## src/rtl/mips_isa_pkg.sv

```systemverilog
// -----------------------------------------------------------------------------
// mips_isa_pkg
// Shared MIPS instruction-set constants for the encoder (and the decoder side):
//   - kind_t   : mnemonic codes accepted on the encoder record interface
//   - OP_* / FN_* : primary opcodes and R-type funct codes
//   - state_t  : sequencer state encoding of mips_instr_encoder
//   - kind_is_legal() : true for the mnemonic codes the encoder can pack
// Optional feature macro used by the encoder: ENC_NOP_PAD_EN (enables ST_PAD).
// -----------------------------------------------------------------------------
package mips_isa_pkg;

   localparam int KIND_W = 4;

   typedef enum logic [KIND_W-1:0] {
      K_ADD  = 4'd0,
      K_SUB  = 4'd1,
      K_AND  = 4'd2,
      K_OR   = 4'd3,
      K_SLT  = 4'd4,
      K_LW   = 4'd5,
      K_SW   = 4'd6,
      K_BEQ  = 4'd7,
      K_ADDI = 4'd8,
      K_J    = 4'd9
   } kind_t;

   // Primary opcodes
   localparam logic [5:0] OP_RTYPE = 6'h00;
   localparam logic [5:0] OP_J     = 6'h02;
   localparam logic [5:0] OP_BEQ   = 6'h04;
   localparam logic [5:0] OP_ADDI  = 6'h08;
   localparam logic [5:0] OP_LW    = 6'h23;
   localparam logic [5:0] OP_SW    = 6'h2B;

   // R-type funct codes
   localparam logic [5:0] FN_ADD = 6'h20;
   localparam logic [5:0] FN_SUB = 6'h22;
   localparam logic [5:0] FN_AND = 6'h24;
   localparam logic [5:0] FN_OR  = 6'h25;
   localparam logic [5:0] FN_SLT = 6'h2A;

   // ST_PAD is only reachable when ENC_NOP_PAD_EN is defined.
   typedef enum logic [1:0] {
      ST_IDLE = 2'd0,
      ST_LOAD = 2'd1,
      ST_FULL = 2'd2,
      ST_PAD  = 2'd3
   } state_t;

   function automatic logic kind_is_legal(input logic [KIND_W-1:0] k);
      return (k <= K_J);
   endfunction

endpackage

```

## src/rtl/mips_instr_encoder_if.sv

```systemverilog
// -----------------------------------------------------------------------------
// mips_instr_encoder_if
// Record handshake between a program source and the instruction encoder.
//   in_valid  : record valid (source -> encoder)
//   in_ready  : encoder accepts this cycle (encoder -> source)
//   in_kind   : mnemonic code, see mips_isa_pkg::kind_t (10..15 are illegal)
//   in_rs, in_rt, in_rd : register fields
//   in_imm    : 16-bit immediate / branch offset
//   in_target : 26-bit jump target
// Modports: master = record source, slave = encoder.
// -----------------------------------------------------------------------------
interface mips_instr_encoder_if;
   import mips_isa_pkg::*;

   logic              in_valid;
   logic              in_ready;
   logic [KIND_W-1:0] in_kind;
   logic [4:0]        in_rs;
   logic [4:0]        in_rt;
   logic [4:0]        in_rd;
   logic [15:0]       in_imm;
   logic [25:0]       in_target;

   modport master (
      output in_valid, in_kind, in_rs, in_rt, in_rd, in_imm, in_target,
      input  in_ready
   );

   modport slave (
      input  in_valid, in_kind, in_rs, in_rt, in_rd, in_imm, in_target,
      output in_ready
   );

endinterface

```

## src/rtl/mips_word_pack.sv

```systemverilog
// -----------------------------------------------------------------------------
// mips_word_pack
// Purely combinational packer: mnemonic code + fields -> 32-bit MIPS word.
// Ports:
//   kind   in  4   mnemonic code (mips_isa_pkg::kind_t, 10..15 illegal)
//   rs, rt, rd in 5 register fields
//   imm    in  16  immediate (I-type only)
//   target in  26  jump target (J only)
//   word   out 32  packed instruction (zero for illegal codes)
//   legal  out 1   kind is one of the supported mnemonics
// Fields not used by a format are ignored.
// -----------------------------------------------------------------------------
module mips_word_pack
   import mips_isa_pkg::*;
(
   input  logic [KIND_W-1:0] kind,
   input  logic [4:0]        rs,
   input  logic [4:0]        rt,
   input  logic [4:0]        rd,
   input  logic [15:0]       imm,
   input  logic [25:0]       target,
   output logic [31:0]       word,
   output logic              legal
);

   always_comb begin
      word  = 32'h0000_0000;
      legal = kind_is_legal(kind);
      case (kind)
         K_ADD:   word = {OP_RTYPE, rs, rt, rd, 5'd0, FN_ADD};
         K_SUB:   word = {OP_RTYPE, rs, rt, rd, 5'd0, FN_SUB};
         K_AND:   word = {OP_RTYPE, rs, rt, rd, 5'd0, FN_AND};
         K_OR:    word = {OP_RTYPE, rs, rt, rd, 5'd0, FN_OR};
         K_SLT:   word = {OP_RTYPE, rs, rt, rd, 5'd0, FN_SLT};
         K_LW:    word = {OP_LW,    rs, rt, imm};
         K_SW:    word = {OP_SW,    rs, rt, imm};
         K_BEQ:   word = {OP_BEQ,   rs, rt, imm};
         K_ADDI:  word = {OP_ADDI,  rs, rt, imm};
         K_J:     word = {OP_J,     target};
         default: word = 32'h0000_0000;
      endcase
   end

endmodule

```

## src/rtl/mips_instr_encoder.sv

```systemverilog
// -----------------------------------------------------------------------------
// mips_instr_encoder
// Streaming instruction encoder / program writer. Accepts one record per
// valid/ready handshake, packs it into a MIPS word and writes it to the next
// sequential imem address one cycle later.
// Parameters:
//   ADDR_W : imem word-address width
//   DEPTH  : number of words writable before full (DEPTH <= 2**ADDR_W)
// Ports:
//   clk, rst_n      : clock, synchronous active-low reset
//   start           : pulse - clear pointer/count/err and (re)enter LOAD
//   finish          : (ENC_NOP_PAD_EN only) pad remaining words with NOPs
//   rec             : record handshake (mips_instr_encoder_if.slave)
//   imem_we/addr/wdata : imem write port, held when imem_we=0
//   count           : words written since start
//   full            : count == DEPTH
//   err             : sticky, an illegal kind was accepted and dropped
// Optional feature macro: ENC_NOP_PAD_EN.
// -----------------------------------------------------------------------------
module mips_instr_encoder #(
   parameter int ADDR_W = 6,
   parameter int DEPTH  = 64
) (
   input  logic                clk,
   input  logic                rst_n,
   input  logic                start,
`ifdef ENC_NOP_PAD_EN
   input  logic                finish,
`endif
   mips_instr_encoder_if.slave rec,
   output logic                imem_we,
   output logic [ADDR_W-1:0]   imem_addr,
   output logic [31:0]         imem_wdata,
   output logic [ADDR_W:0]     count,
   output logic                full,
   output logic                err
);
   import mips_isa_pkg::*;

   localparam logic [ADDR_W:0] DEPTH_C = (ADDR_W+1)'(DEPTH);

   state_t            state;
   logic [ADDR_W-1:0] wr_ptr;
   logic              accept;
   logic              last_slot;
   logic [31:0]       pack_word;
   logic              pack_legal;

   // Ready depends only on registered state and start, never on in_valid.
   assign rec.in_ready = (state == ST_LOAD) && !start;
   assign accept       = rec.in_valid && rec.in_ready;
   assign full         = (count == DEPTH_C);
   // The next write consumes the final slot.
   assign last_slot    = (count == DEPTH_C - (ADDR_W+1)'(1));

   mips_word_pack u_pack (
      .kind   (rec.in_kind),
      .rs     (rec.in_rs),
      .rt     (rec.in_rt),
      .rd     (rec.in_rd),
      .imm    (rec.in_imm),
      .target (rec.in_target),
      .word   (pack_word),
      .legal  (pack_legal)
   );

   always_ff @(posedge clk) begin
      if (!rst_n) begin
         state      <= ST_IDLE;
         wr_ptr     <= '0;
         count      <= '0;
         imem_we    <= 1'b0;
         imem_addr  <= '0;
         imem_wdata <= 32'h0000_0000;
         err        <= 1'b0;
      end else begin
         imem_we <= 1'b0;
         if (start) begin
            state  <= ST_LOAD;
            wr_ptr <= '0;
            count  <= '0;
            err    <= 1'b0;
         end else begin
            case (state)
               ST_IDLE: ;
               ST_LOAD: begin
                  if (accept) begin
                     if (pack_legal) begin
                        imem_we    <= 1'b1;
                        imem_addr  <= wr_ptr;
                        imem_wdata <= pack_word;
                        wr_ptr     <= wr_ptr + ADDR_W'(1);
                        count      <= count + (ADDR_W+1)'(1);
                        if (last_slot) state <= ST_FULL;
                     end else begin
                        // Illegal record: handshake completes, nothing written.
                        err <= 1'b1;
                     end
                  end
`ifdef ENC_NOP_PAD_EN
                  // A record accepted with finish still gets written; if it
                  // takes the last slot the FULL transition above stands.
                  if (finish && !(accept && pack_legal && last_slot)) begin
                     state <= ST_PAD;
                  end
`endif
               end
`ifdef ENC_NOP_PAD_EN
               ST_PAD: begin
                  imem_we    <= 1'b1;
                  imem_addr  <= wr_ptr;
                  imem_wdata <= 32'h0000_0000;
                  wr_ptr     <= wr_ptr + ADDR_W'(1);
                  count      <= count + (ADDR_W+1)'(1);
                  if (last_slot) state <= ST_FULL;
               end
`endif
               ST_FULL: ;
               default: state <= ST_IDLE;
            endcase
         end
      end
   end

endmodule

```

## src/flat_wrapper.sv

```systemverilog
// flat-port wrapper written by rule: the top's interface ports become plain ports
module mips_instr_encoder_flat import mips_isa_pkg::*;
#(
   parameter int ADDR_W = 6,
   parameter int DEPTH  = 64
)
  (clk, rst_n, start, imem_we, imem_addr, imem_wdata, count, full, err, rec_in_valid, rec_in_kind, rec_in_rs, rec_in_rt, rec_in_rd, rec_in_imm, rec_in_target, rec_in_ready);
  mips_instr_encoder_if rec_i ();
  input  logic clk;
  input  logic rst_n;
  input  logic start;
  output logic imem_we;
  output logic [ADDR_W-1:0] imem_addr;
  output logic [31:0] imem_wdata;
  output logic [ADDR_W:0] count;
  output logic full;
  output logic err;
  input wire logic [$bits(rec_i.in_valid)-1:0] rec_in_valid;
  input wire logic [$bits(rec_i.in_kind)-1:0] rec_in_kind;
  input wire logic [$bits(rec_i.in_rs)-1:0] rec_in_rs;
  input wire logic [$bits(rec_i.in_rt)-1:0] rec_in_rt;
  input wire logic [$bits(rec_i.in_rd)-1:0] rec_in_rd;
  input wire logic [$bits(rec_i.in_imm)-1:0] rec_in_imm;
  input wire logic [$bits(rec_i.in_target)-1:0] rec_in_target;
  output wire logic [$bits(rec_i.in_ready)-1:0] rec_in_ready;
  assign rec_i.in_valid = rec_in_valid;
  assign rec_i.in_kind = rec_in_kind;
  assign rec_i.in_rs = rec_in_rs;
  assign rec_i.in_rt = rec_in_rt;
  assign rec_i.in_rd = rec_in_rd;
  assign rec_i.in_imm = rec_in_imm;
  assign rec_i.in_target = rec_in_target;
  assign rec_in_ready = rec_i.in_ready;
  mips_instr_encoder #(.ADDR_W(ADDR_W), .DEPTH(DEPTH)) u_core (.clk(clk), .rst_n(rst_n), .start(start), .rec(rec_i), .imem_we(imem_we), .imem_addr(imem_addr), .imem_wdata(imem_wdata), .count(count), .full(full), .err(err));
endmodule
```

## config.mk

```make
export PLATFORM = sky130hd
export DESIGN_NAME = mips_instr_encoder_flat
export DESIGN_NICKNAME = d
export VERILOG_FILES = /design/src/rtl/mips_isa_pkg.sv /design/src/rtl/mips_instr_encoder_if.sv /design/src/rtl/mips_word_pack.sv /design/src/rtl/mips_instr_encoder.sv /design/src/flat_wrapper.sv
export SDC_FILE = /design/constraint.sdc
export NUM_CORES = 1
export LEC_CHECK = 0
export CAP_MARGIN = 20
export CORE_MARGIN = 2
export CORE_UTILIZATION = 30
export CTS_CLUSTER_DIAMETER = 150
export DETAILED_ROUTE_END_ITERATION = 6
export GPL_TIMING_DRIVEN = 0
export PLACE_DENSITY = 0.7
export SLEW_MARGIN = 15
export SYNTH_ARGS = -nofsm -noshare
export SYNTH_HDL_FRONTEND = slang
export SYNTH_HIERARCHICAL = 1
export SYNTH_SLANG_ARGS = --single-unit
```

## constraint.sdc

```tcl
create_clock -name clk -period 3 [get_ports clk]
set_input_delay 0.45 -clock clk [delete_from_list [all_inputs] [get_ports clk]]
set_output_delay 0.45 -clock clk [all_outputs]
set_load 0.1 [all_outputs]
```

==> summary.md, run 1 <==
The die footprint is 10500 um^2. Ranked by instance count, the synthesized netlist is headed by sky130_fd_sc_hd__dfxtp_1, sky130_fd_sc_hd__nand3_1, sky130_fd_sc_hd__o21ai_0, sky130_fd_sc_hd__a21boi_0, sky130_fd_sc_hd__clkbuf_1. The final route contains 3127 vias.

The number of clock buffers inserted by TritonCTS is 5. The worst pin sits at a relative slew slack of 32.07%. The cell family contributing the most delay on the critical path is buffers and inverters. The first-pass GRT wire length was 14770 um; the count of flip-flops with a built-in enable after synthesis was 0. Of the cells placed in the final design, the portion with a size suffix greater than 1 is 6.009%.

From synthesis to final layout, the design area changed by 49.23%. The stage delay of the slowest cell on the critical path was 0.59 ns. The run finished with clean final reports. The tools report the post-DP HPWL as 7299 um. In this run the mean area of a mapped cell was 8.428 um^2. In the synthesized netlist the async set-or-reset flop fraction comes to 0%. For this design, the slowest cell found on the critical path is sky130_fd_sc_hd__clkdlybuf4s15_2.

Synthesis inferred 55 register bits. The tools report the number of global-route vias before repair as 3153. Net switching is 26.58% of the power. The tools report the peak ir drop on the vdd network as 0.2830 mV.

Largest area contributor in the netlist: sky130_fd_sc_hd__dfxtp_1. Synthesis instantiated 45 different standard cells from the library. The number of placed instances, taps included, is 587.

The sequential area share after synthesis is 37.87%. The die span in y was 102.5 um; the count of placed standard cells in the final layout, fillers left out was 595. The number of warning messages in the yosys log came out at 6. Setup repair after global routing left no endpoint under its margin.

At the pin with the least slew margin, the transition time is 1.016 ns. The top achievable clock speed was 343.0 MHz. The effective utilization at floorplan was 31.17%; the cell leakage power was 1.442 nW.

The tools report the total grt overflow as 0. In this run the power density over the cells is 383.7 nW/um^2. Cell internal power was estimated by the tool at 1.222 mW. The proportion of netlist area held by the largest area contributor is 37.87%.

Along the worst path, the maximum fanout reaches 10. The residual antenna-violating net count after detailed routing was 0; the data arrival at the endpoint of the critical path was 2.47 ns. sky130_fd_sc_hd__dfxtp_1 is the most common cell in the netlist.

The flip-flop cell with the highest count after synthesis was sky130_fd_sc_hd__dfxtp_1. By area the synthesized netlist is led by sky130_fd_sc_hd__dfxtp_1, sky130_fd_sc_hd__a21boi_0, sky130_fd_sc_hd__nand3_1. The initial antenna violation count was 0.

The filler cell count was 939; the first-pass detailed-route iteration total was 6. Between clock sinks in the finished design, the worst skew comes to 0.006535 ns. At the later pin of the worst-skew pair, clock insertion delay measures 0.30 ns.

STA classifies the critical path startpoint as an input pin. The worst slack at placement was -0.4942 ns; the antenna diode count was 0. Entering global routing, the biggest net connects 17 pins.

The min-delay analysis places its worst path in the category reg2reg. The H-tree was split into 2 levels. The run gives 533 as the number of nets in the layout.

TritonCTS built the clock tree. Setup violations remaining at the end of the flow were counted as 0. The total routed wirelength was 9450 um; the number of buffer cells added on primary ports was 113. Routed length per placed instance: 15.88 um. Counting every net in the synthesized netlist gives 413. STA classifies the critical path endpoint as a primary output. Max-slew violation total from the final report: 0. The share of the clock period used by the worst path was 97.17%.

Per report_power, the sequential group accounts for 44.6% of the total. Counting both buffers and inverters, the worst setup path holds a total of 5. The width of the die came out at 102.5 um.

The routability-driven placement congestion ratio is 0.8936. The logs give 2 for the maximum clock path buffer count and 20.8% for the part of the total power dissipated in combinational logic. The clock slew at the register clock pins of the worst setup and hold paths works out to 0.10 ns.

The type of the worst setup path was in2out. The number of hold buffers added after CTS was 0. The initialized floorplan defines 35 standard-cell rows. For this block, the initial DRC count from the detailed router was 123. For the hold violation count in the final report, the log shows 0.

Global routing consumed, over all layers together, 17.79% of the routing resources. Summed over all nets, the switching power comes to 0.4425 mW. The run gives 55 as the count of clock tree sinks.

In this run the cell area measured after placement is 4200 um^2. Synthesis handed over a netlist of 345 instances. STA puts the critical path data required time at 2.55 ns. Walking the worst path, the cells encountered are clkdlybuf4s50_1 > or3b_1 > buf_6 > clkinv_1 > buf_2 > clkdlybuf4s15_2.

For the remaining routing DRC violations, the log shows 0. The max-capacitance violation count is 0, and the number of vias per cell after detailed routing is 5.255. After synthesis the cells add up to 2908 um^2. Adding up every negative setup slack in the final design gives 0 ns. The master cell of the clock root buffer was sky130_fd_sc_hd__clkbuf_8. Boundary pin count: 114. Once layout is done, the placed cells without fillers occupy 4339 um^2. The logs give 0.08495 ns for the worst path setup slack after routing and 34.6% for the clock network fraction of design power. Standard cell core area: 9328 um^2. The final critical-path required period was 2.915 ns.
==> registers in the layout, summed over array words and instances, names as in the netlist <==
name / count
u_core/imem_addr: 6
u_core/wr_ptr: 6
u_core/state: 2
u_core/count: 7
u_core/imem_wdata: 32
u_core/err: 1
u_core/imem_we: 1
==> layout make-up <==
class,instances,area (um^2),share of cell area [%]
Buffer,36,186.4,4.296
Clock buffer,6,72.57,1.672
Clock inverter,2,60.06,1.384
Inverter,9,33.78,0.7785
Multi-Input combinational cell,245,1592,36.68
Sequential cell,55,1101,25.37
Tap cell,129,161.4,3.720
Timing Repair Buffer,113,1132,26.10
==> per-layer routing <==
| layer | GRT usage, % | part of all wire, % | vias up |
|---|---|---|---|
| met1 | 21.25 | 41 | 1471 |
| met3 | 5.267 | 7.7 | 10 |
| met5 | 0 | 0 | - |
| li1 | - | - | 1527 |
| met4 | 5.538 | 1.3 | 0 |
| met2 | 30.67 | 50 | 119 |
==> placed cells by master (no fill, tap or decap), types with 3 or more instances in the layout <==
cell type                         netlist  layout
sky130_fd_sc_hd__a21boi_0              37      37
sky130_fd_sc_hd__a21oi_1               13      13
sky130_fd_sc_hd__a221o_1                6       6
sky130_fd_sc_hd__a22o_1                16      16
sky130_fd_sc_hd__a31oi_1                4       4
sky130_fd_sc_hd__and2_1                 3       3
sky130_fd_sc_hd__buf_2                  7       7
sky130_fd_sc_hd__buf_4                  3       3
sky130_fd_sc_hd__buf_6                  4       4
sky130_fd_sc_hd__clkbuf_1              22      22
sky130_fd_sc_hd__clkbuf_8               0       5
sky130_fd_sc_hd__clkdlybuf4s50_1        0     112
sky130_fd_sc_hd__dfxtp_1               55      55
sky130_fd_sc_hd__ha_1                   3       3
sky130_fd_sc_hd__inv_1                  8       8
sky130_fd_sc_hd__mux2i_1                3       3
sky130_fd_sc_hd__nand2_1                7       7
sky130_fd_sc_hd__nand2b_1               4       4
sky130_fd_sc_hd__nand3_1               45      45
sky130_fd_sc_hd__nand4_1                3       3
sky130_fd_sc_hd__nor2_1                 5       5
sky130_fd_sc_hd__nor3b_1                6       6
sky130_fd_sc_hd__o21ai_0               45      44
sky130_fd_sc_hd__o22ai_1                4       4
sky130_fd_sc_hd__o31ai_1                8       8
sky130_fd_sc_hd__or4_1                  9       9
==> logic make-up (layout without fill, tap and decap cells) <==
logic type	count (synthesis)	after routing	share of synthesized area [%]
other cells	1	1	0.1290
compound gates	143	143	33.13
fa+ha+maj	3	3	1.291
mux	3	3	1.033
simple gates	94	94	18.72
xor+xnor	1	1	0.3013
buf+inv	45	166	7.530
flops	55	55	37.87
==> metrics by stage <==
| stage | total power, mW | hold WS, ns | utilization [%] |
|---|---|---|---|
| 2_1_floorplan | 0.9510 | 0.4521 | - |
| 3_3_place_gp | 1.099 | 0.4590 | 45.03 |
| 3_5_place_dp | 1.103 | 0.4744 | 45.03 |
| 4_1_cts | 1.673 | 0.4900 | 46.47 |
| 5_1_grt | 1.724 | 0.5129 | 46.52 |
| 6_report | 1.665 | 0.4849 | 46.52 |
==> worst paths after layout <==
check	start	end	slack (ns)	cells after the start
setup reg to reg	u_core/state[0]	u_core/count[6]	1.24	6
setup / recovery	start	rec_in_ready	0.08	6
hold reg to reg	u_core/imem_wdata[15]	u_core/imem_wdata[15]	0.48	2
hold / removal	u_core/imem_wdata[15]	u_core/imem_wdata[15]	0.48	2
==> worst reg2reg max path: stages, from the launching register on <==
cell	delay [ns]
sky130_fd_sc_hd__dfxtp_1	0.35
sky130_fd_sc_hd__or3b_1	0.36
sky130_fd_sc_hd__buf_6	0.15
sky130_fd_sc_hd__buf_6	0.14
sky130_fd_sc_hd__clkbuf_1	0.22
sky130_fd_sc_hd__o31ai_1	0.31
sky130_fd_sc_hd__a21oi_1	0.10
==> what timing repair did <==
item | in CTS | in global routing
endpoints found under the hold margin | 0 | 0
endpoints found under the setup margin | 3 | 38
gates resized for setup | 4 | 3
buffers inserted | 0 | 0
==> power groups by stage <==
stage	Clock [mW]	Combinational [mW]	Sequential, mW
floorplan	0	0.142	0.809
global placement	0	0.340	0.759
detailed placement	0	0.344	0.760
CTS	0.585	0.345	0.743
global route	0.612	0.368	0.744
finish	0.576	0.346	0.743
Power figures use the tool's default switching activity.
==> run 2, diff against run 1 <==
--- a/config.mk
+++ b/config.mk
@@ -12,6 +12,7 @@
 export DETAILED_ROUTE_END_ITERATION = 6
 export GPL_TIMING_DRIVEN = 0
 export PLACE_DENSITY = 0.7
+export SKIP_LAST_GASP = 1
 export SLEW_MARGIN = 15
 export SYNTH_ARGS = -nofsm -noshare
 export SYNTH_HDL_FRONTEND = slang
==> results of run 2 <==
No change in the layout: final DEF, timing and power equal those of run 1.
